==> config.mk <==
export PLATFORM = sky130hd
export DESIGN_NAME = alu_serial_add
export DESIGN_NICKNAME = d
export VERILOG_FILES = /design/src/rtl/alu_serial_add_pkg.sv /design/src/rtl/alu_serial_add_sum4b.sv /design/src/rtl/alu_serial_add.sv
export SDC_FILE = /design/constraint.sdc
export NUM_CORES = 1
export LEC_CHECK = 0
export CAP_MARGIN = 30
export CORE_MARGIN = 5
export CORE_UTILIZATION = 52
export CTS_CLUSTER_SIZE = 30
export DETAILED_ROUTE_END_ITERATION = 16
export PLACE_DENSITY = 0.79
export RECOVER_POWER = 100
export SKIP_LAST_GASP = 1
export SYNTH_ARGS = -nofsm -noshare
export SYNTH_HDL_FRONTEND = slang
export SYNTH_SLANG_ARGS = --single-unit
==> constraint.sdc <==
create_clock -name clk -period 3.53 [get_ports clk]
set_clock_uncertainty 0.05 [all_clocks]
set_input_delay 0.8825 -clock clk [delete_from_list [all_inputs] [get_ports clk]]
set_output_delay 0.8825 -clock clk [all_outputs]
set_load 0.05 [all_outputs]
==> src/rtl/alu_serial_add_pkg.sv <==
// rtl/alu_serial_add_pkg.sv - shared state encodings and sizing for the nibble-serial adder
package alu_serial_add_pkg;

    typedef enum logic [1:0] {
        S_IDLE = 2'd0,
        S_RUN  = 2'd1,
        S_DONE = 2'd2
    } state_t;

    localparam int NIBBLE_BITS = 4;

    function automatic int nib_count(input int width);
        return width / NIBBLE_BITS;
    endfunction

endpackage

==> src/rtl/alu_serial_add_sum4b.sv <==
// rtl/alu_serial_add_sum4b.sv - 4-bit ripple-carry adder slice
module sum4b (
    input  logic [3:0] a,
    input  logic [3:0] b,
    input  logic       cin,
    output logic [3:0] s,
    output logic       cout
);

    logic [4:0] c;

    always_comb begin
        c    = '0;
        s    = '0;
        c[0] = cin;
        for (int i = 0; i < 4; i++) begin
            s[i]     = a[i] ^ b[i] ^ c[i];
            c[i + 1] = (a[i] & b[i]) | (c[i] & (a[i] ^ b[i]));
        end
        cout = c[4];
    end

endmodule

==> src/rtl/alu_serial_add.sv <==
// rtl/alu_serial_add.sv - multi-cycle add/subtract, one nibble per clock through sum4b
module alu_serial_add
    import alu_serial_add_pkg::*;
#(
    parameter int WIDTH = 16
) (
    input  logic             clk,
    input  logic             rst_n,
    input  logic             start,
    input  logic [WIDTH-1:0] a,
    input  logic [WIDTH-1:0] b,
    input  logic             ci,
    input  logic             op_sub,
    output logic             busy,
    output logic             done,
    output logic [WIDTH-1:0] sum,
    output logic             cout,
    output logic             ovf,
    output logic             zero
);

    localparam int NIB   = nib_count(WIDTH);
    localparam int IDX_W = (NIB > 1) ? $clog2(NIB) : 1;
    localparam logic [IDX_W-1:0] LAST_IDX = IDX_W'(NIB - 1);

    state_t           state;
    logic [WIDTH-1:0] a_work;
    logic [WIDTH-1:0] b_work;
    logic [WIDTH-1:0] part_sum;
    logic [IDX_W-1:0] idx;
    logic             carry;

    logic [3:0]       a_nib;
    logic [3:0]       b_nib;
    logic [3:0]       s_nib;
    logic             s_cout;
    logic [WIDTH-1:0] final_sum;

    assign a_nib = a_work[4*idx +: 4];
    assign b_nib = b_work[4*idx +: 4];

    sum4b u_slice (
        .a    (a_nib),
        .b    (b_nib),
        .cin  (carry),
        .s    (s_nib),
        .cout (s_cout)
    );

    // Full result as it will look once the MSB nibble lands; only used on the last edge.
    always_comb begin
        final_sum                 = part_sum;
        final_sum[WIDTH-1 -: 4]   = s_nib;
    end

    always_ff @(posedge clk or negedge rst_n) begin
        if (!rst_n) begin
            state    <= S_IDLE;
            a_work   <= '0;
            b_work   <= '0;
            part_sum <= '0;
            idx      <= '0;
            carry    <= 1'b0;
            busy     <= 1'b0;
            done     <= 1'b0;
            sum      <= '0;
            cout     <= 1'b0;
            ovf      <= 1'b0;
            zero     <= 1'b0;
        end else begin
            case (state)
                S_IDLE, S_DONE: begin
                    done <= 1'b0;
                    if (start) begin
                        a_work <= a;
                        b_work <= op_sub ? ~b : b;
                        carry  <= op_sub | ci;
                        idx    <= '0;
                        busy   <= 1'b1;
                        state  <= S_RUN;
                    end else begin
                        state  <= S_IDLE;
                    end
                end
                S_RUN: begin
                    part_sum[4*idx +: 4] <= s_nib;
                    carry                <= s_cout;
                    idx                  <= idx + 1'b1;
                    if (idx == LAST_IDX) begin
                        idx   <= '0;
                        busy  <= 1'b0;
                        done  <= 1'b1;
                        sum   <= final_sum;
                        cout  <= s_cout;
                        ovf   <= (a_work[WIDTH-1] == b_work[WIDTH-1]) &&
                                 (s_nib[3] != a_work[WIDTH-1]);
                        zero  <= (final_sum == '0);
                        state <= S_DONE;
                    end
                end
                default: begin
                    busy  <= 1'b0;
                    done  <= 1'b0;
                    state <= S_IDLE;
                end
            endcase
        end
    end

endmodule

==> results_dict.tcl <==
set metrics [dict create \
    outcome "complete, but fails checks" \
    violations "capacitance limit, slew limit" \
    cts_hold_buffers 0 \
    syn-num-nets 294 \
    total_wirelength_of_the_detailed_routed_design_um 6030 \
    hold_depth 2 \
    worst-path-max-fanout 7 \
    synth_enable_flop_cells 0 \
    detailedPlace.worstSlack_ps 356 \
    synth.avg_cell_area_sq_um 13.0 \
    floorplan.die_area_sq_um 7850 \
    powerDensity_nw_per_um2 1020 \
    r2r_start "idx[0]" \
    final_critical_path_setup_slack_ps 349 \
    dr_total_vias 2054 \
    grt_util_all_layers 0.181 \
    io-pin-count 58 \
    arrival_time_of_the_worst_setup_path_ps 3360 \
    worstHoldStart "b_work[12]" \
    whs_endpoint "b_work[12]" \
    synthesized_instance_count 248 \
    wire_length_of_the_first_global_routing_pass_um 10600 \
    power.ir.vdd_worst_v 0.000507 \
    r2r.worst_path.cells 10 \
    tritoncts "done" \
    worst_slew_margin_rel -0.172 \
    cts.sinks 69 \
    cts_resized 0 \
    dieHeight_um 88.6 \
    endpoint_kind "flop" \
    n_fill_cell 492 \
    area.growth.synth_to_final_pct 23.1 \
    rr_endpoint "zero" \
    clock_latency_ps 340 \
    clk_transition_reported_paths_ps 70 \
    ctsRootBufferMaster "sky130_fd_sc_hd__clkbuf_8" \
    place.port_buffers 57 \
    drive_above_1_share 0.183 \
    worst-setup-path-type "reg2reg" \
    design.core.area_sq_um 5960 \
    fmaxAchievable_ghz 0.314 \
    gpl.final_weighted_congestion 0.829 \
    share_of_the_clock_period_used_by_the_worst_path 0.901 \
    num_antenna_cells 0 \
    layout.core_utilization 0.664 \
    critical_path.startpoint "idx[0]" \
    htreeDepth 3 \
    grt_start_max_net_pins 36 \
    finish.net_count 354 \
    asr_flop_ratio_synth 1.00 \
    critPathLaunchType "flop" \
    seq_area_sq_um 1730 \
    multiInputGateArea_sq_um 1340 \
    antenna_found_initial 0 \
    cpMostUsedCell "sky130_fd_sc_hd__fa_1" \
    count_of_state_elements_after_synthesis 69 \
    final_cell_mix "69 x sky130_fd_sc_hd__dfrtp_1, 34 x sky130_fd_sc_hd__clkdlybuf4s50_1, 30 x sky130_fd_sc_hd__mux2_2" \
    tightestPinTransition_ps 1760 \
    slowest_delay_ps 560 \
    rows 28 \
    period_needed_ps 3180 \
    die_w_um 88.6 \
    yosysSeqAreaShare 0.537 \
    place_hpwl_um 4590 \
    post_layout_nonfiller_instances 387 \
    drt_pass1_iterations 4 \
    cap_violations 1 \
    critPathRequiredTime_ps 3710 \
    slew_violations 36 \
    global_route.overflow_total 0 \
    floorplan.initialDensity 0.539 \
    post_synth_num_cell_types 38 \
    synth-warning-count 0 \
    critical_path.cell_chain "mux4_2 > inv_1 > fa_1 > fa_1 > inv_1 > fa_1 > fa_1 > nor4_1 > nand4_1 > o21ai_0" \
    vias_in_the_first_global_route 2208 \
    grt_setup_unrepaired "false" \
    p_leak_uw 0.00179 \
    cts-buffers-inserted 9 \
    cts_max_path_buffers 2 \
    synth_area_sq_um 3210 \
    setup.reg_to_reg.worst_slack_ps 350 \
    most_frequent_standard_cell_in_the_layout_excluding_fill_and_tap_cells "sky130_fd_sc_hd__dfrtp_1" \
    placed_cells 372 \
    worst_hold_path_type "reg2reg" \
    setup-violations-final 0 \
    wirelength_per_cell_um 15.6 \
    cts_post_setup_buffers_inserted 0 \
    hold_viol 0 \
    drcViolationCount 0 \
    vias_per_cell 5.31 \
    main_flop_type_after_synthesis "sky130_fd_sc_hd__dfrtp_1" \
    design_power_total_uw 4020 \
    critPathSlowestCell "sky130_fd_sc_hd__fa_1" \
    drt_iter0_drc 111 \
    drt.antenna.violating_nets 0 \
    tns_ps 0 \
]
-- cells by family after synthesis --
family	after synthesis	synth area share
AO/OA/AOI/OAI	38	0.0720
XOR/XNOR	16	0.0436
adder cells (fa/ha/maj)	9	0.0444
buffers and inverters	23	0.0409
flip-flops	69	0.537
multiplexers	39	0.165
AND/OR/NAND/NOR	54	0.0970
-- cell usage after synthesis (2+ instances only) --
cell type | n | area (sq um)
sky130_fd_sc_hd__dfrtp_1 | 69 | 1730
sky130_fd_sc_hd__mux2_2 | 30 | 338
sky130_fd_sc_hd__nand2_1 | 28 | 105
sky130_fd_sc_hd__o21ai_0 | 24 | 120
sky130_fd_sc_hd__xnor2_1 | 16 | 140
sky130_fd_sc_hd__inv_1 | 9 | 33.8
sky130_fd_sc_hd__mux4_2 | 8 | 180
sky130_fd_sc_hd__a22o_1 | 7 | 61.3
sky130_fd_sc_hd__buf_2 | 6 | 30.0
sky130_fd_sc_hd__ha_1 | 5 | 62.6
sky130_fd_sc_hd__buf_6 | 4 | 45.0
sky130_fd_sc_hd__fa_1 | 4 | 80.1
sky130_fd_sc_hd__nor2_1 | 4 | 15.0
sky130_fd_sc_hd__nor4_1 | 3 | 18.8
sky130_fd_sc_hd__buf_4 | 2 | 15.0
sky130_fd_sc_hd__clkbuf_1 | 2 | 7.51
sky130_fd_sc_hd__nand3b_4 | 2 | 40.0
sky130_fd_sc_hd__nor2b_1 | 2 | 12.5
sky130_fd_sc_hd__nor4b_1 | 2 | 17.5
sky130_fd_sc_hd__o21ai_1 | 2 | 10.0
sky130_fd_sc_hd__o21ai_2 | 2 | 17.5
-- per-layer routing --
layer,GRT usage,vias up,part of all wire
met3,0.0568,8,0.058
met4,0.0701,0,0.012
met1,0.222,996,0.42
met5,0,-,0
li1,-,991,-
met2,0.299,59,0.51
-- sequential cells by signal, indices dropped and copies added (netlist names) --
register	cells
idx	2
part_sum	12
done	1
state	1
sum	16
busy	1
zero	1
b_work	16
ovf	1
a_work	16
cout	1
carry	1
-- through the flow --
step / cell area [sq um] / hold slack, ps
floorplan: 3210 / 395
global placement: 3830 / 411
detailed placement: 3830 / 417
CTS: 3990 / 432
global route: 3960 / 455
finish: 3960 / 427
-- worst max path at each step --
stage | endpoint | slack [ps] | cells after the start
after floorplan | zero | 580 | 11
after global placement | ovf | 510 | 10
after detailed placement | zero | 360 | 10
after CTS | zero | 340 | 10
after global routing | zero | 160 | 10
final | zero | 350 | 10
-- layout make-up --
| type | instances | area share |
|---|---|---|
| Clock buffer | 13 | 0.0376 |
| Timing Repair Buffer | 63 | 0.151 |
| Sequential cell | 69 | 0.436 |
| Multi-Input combinational cell | 156 | 0.340 |
| Inverter | 9 | 0.00854 |
| Clock inverter | 2 | 0.00253 |
| Tap cell | 75 | 0.0237 |
-- report_power, final --
group / total (uW) / switching, uW / internal [uW]
Clock: 535 / 266 / 269
Combinational: 2090 / 1180 / 909
Sequential: 1400 / 250 / 1140
-- critical path: cells and delay by family, from the launching register on --
| kind | cells | cell delay [ps] |
|---|---|---|
| adder cells (fa/ha/maj) | 4 | 1290 |
| AO/OA/AOI/OAI | 1 | 200 |
| buffers and inverters | 2 | 130 |
| multiplexers | 1 | 530 |
| flip-flops | 1 | 520 |
| AND/OR/NAND/NOR | 2 | 360 |
Note: power is estimated with default switching activity, not from simulation.
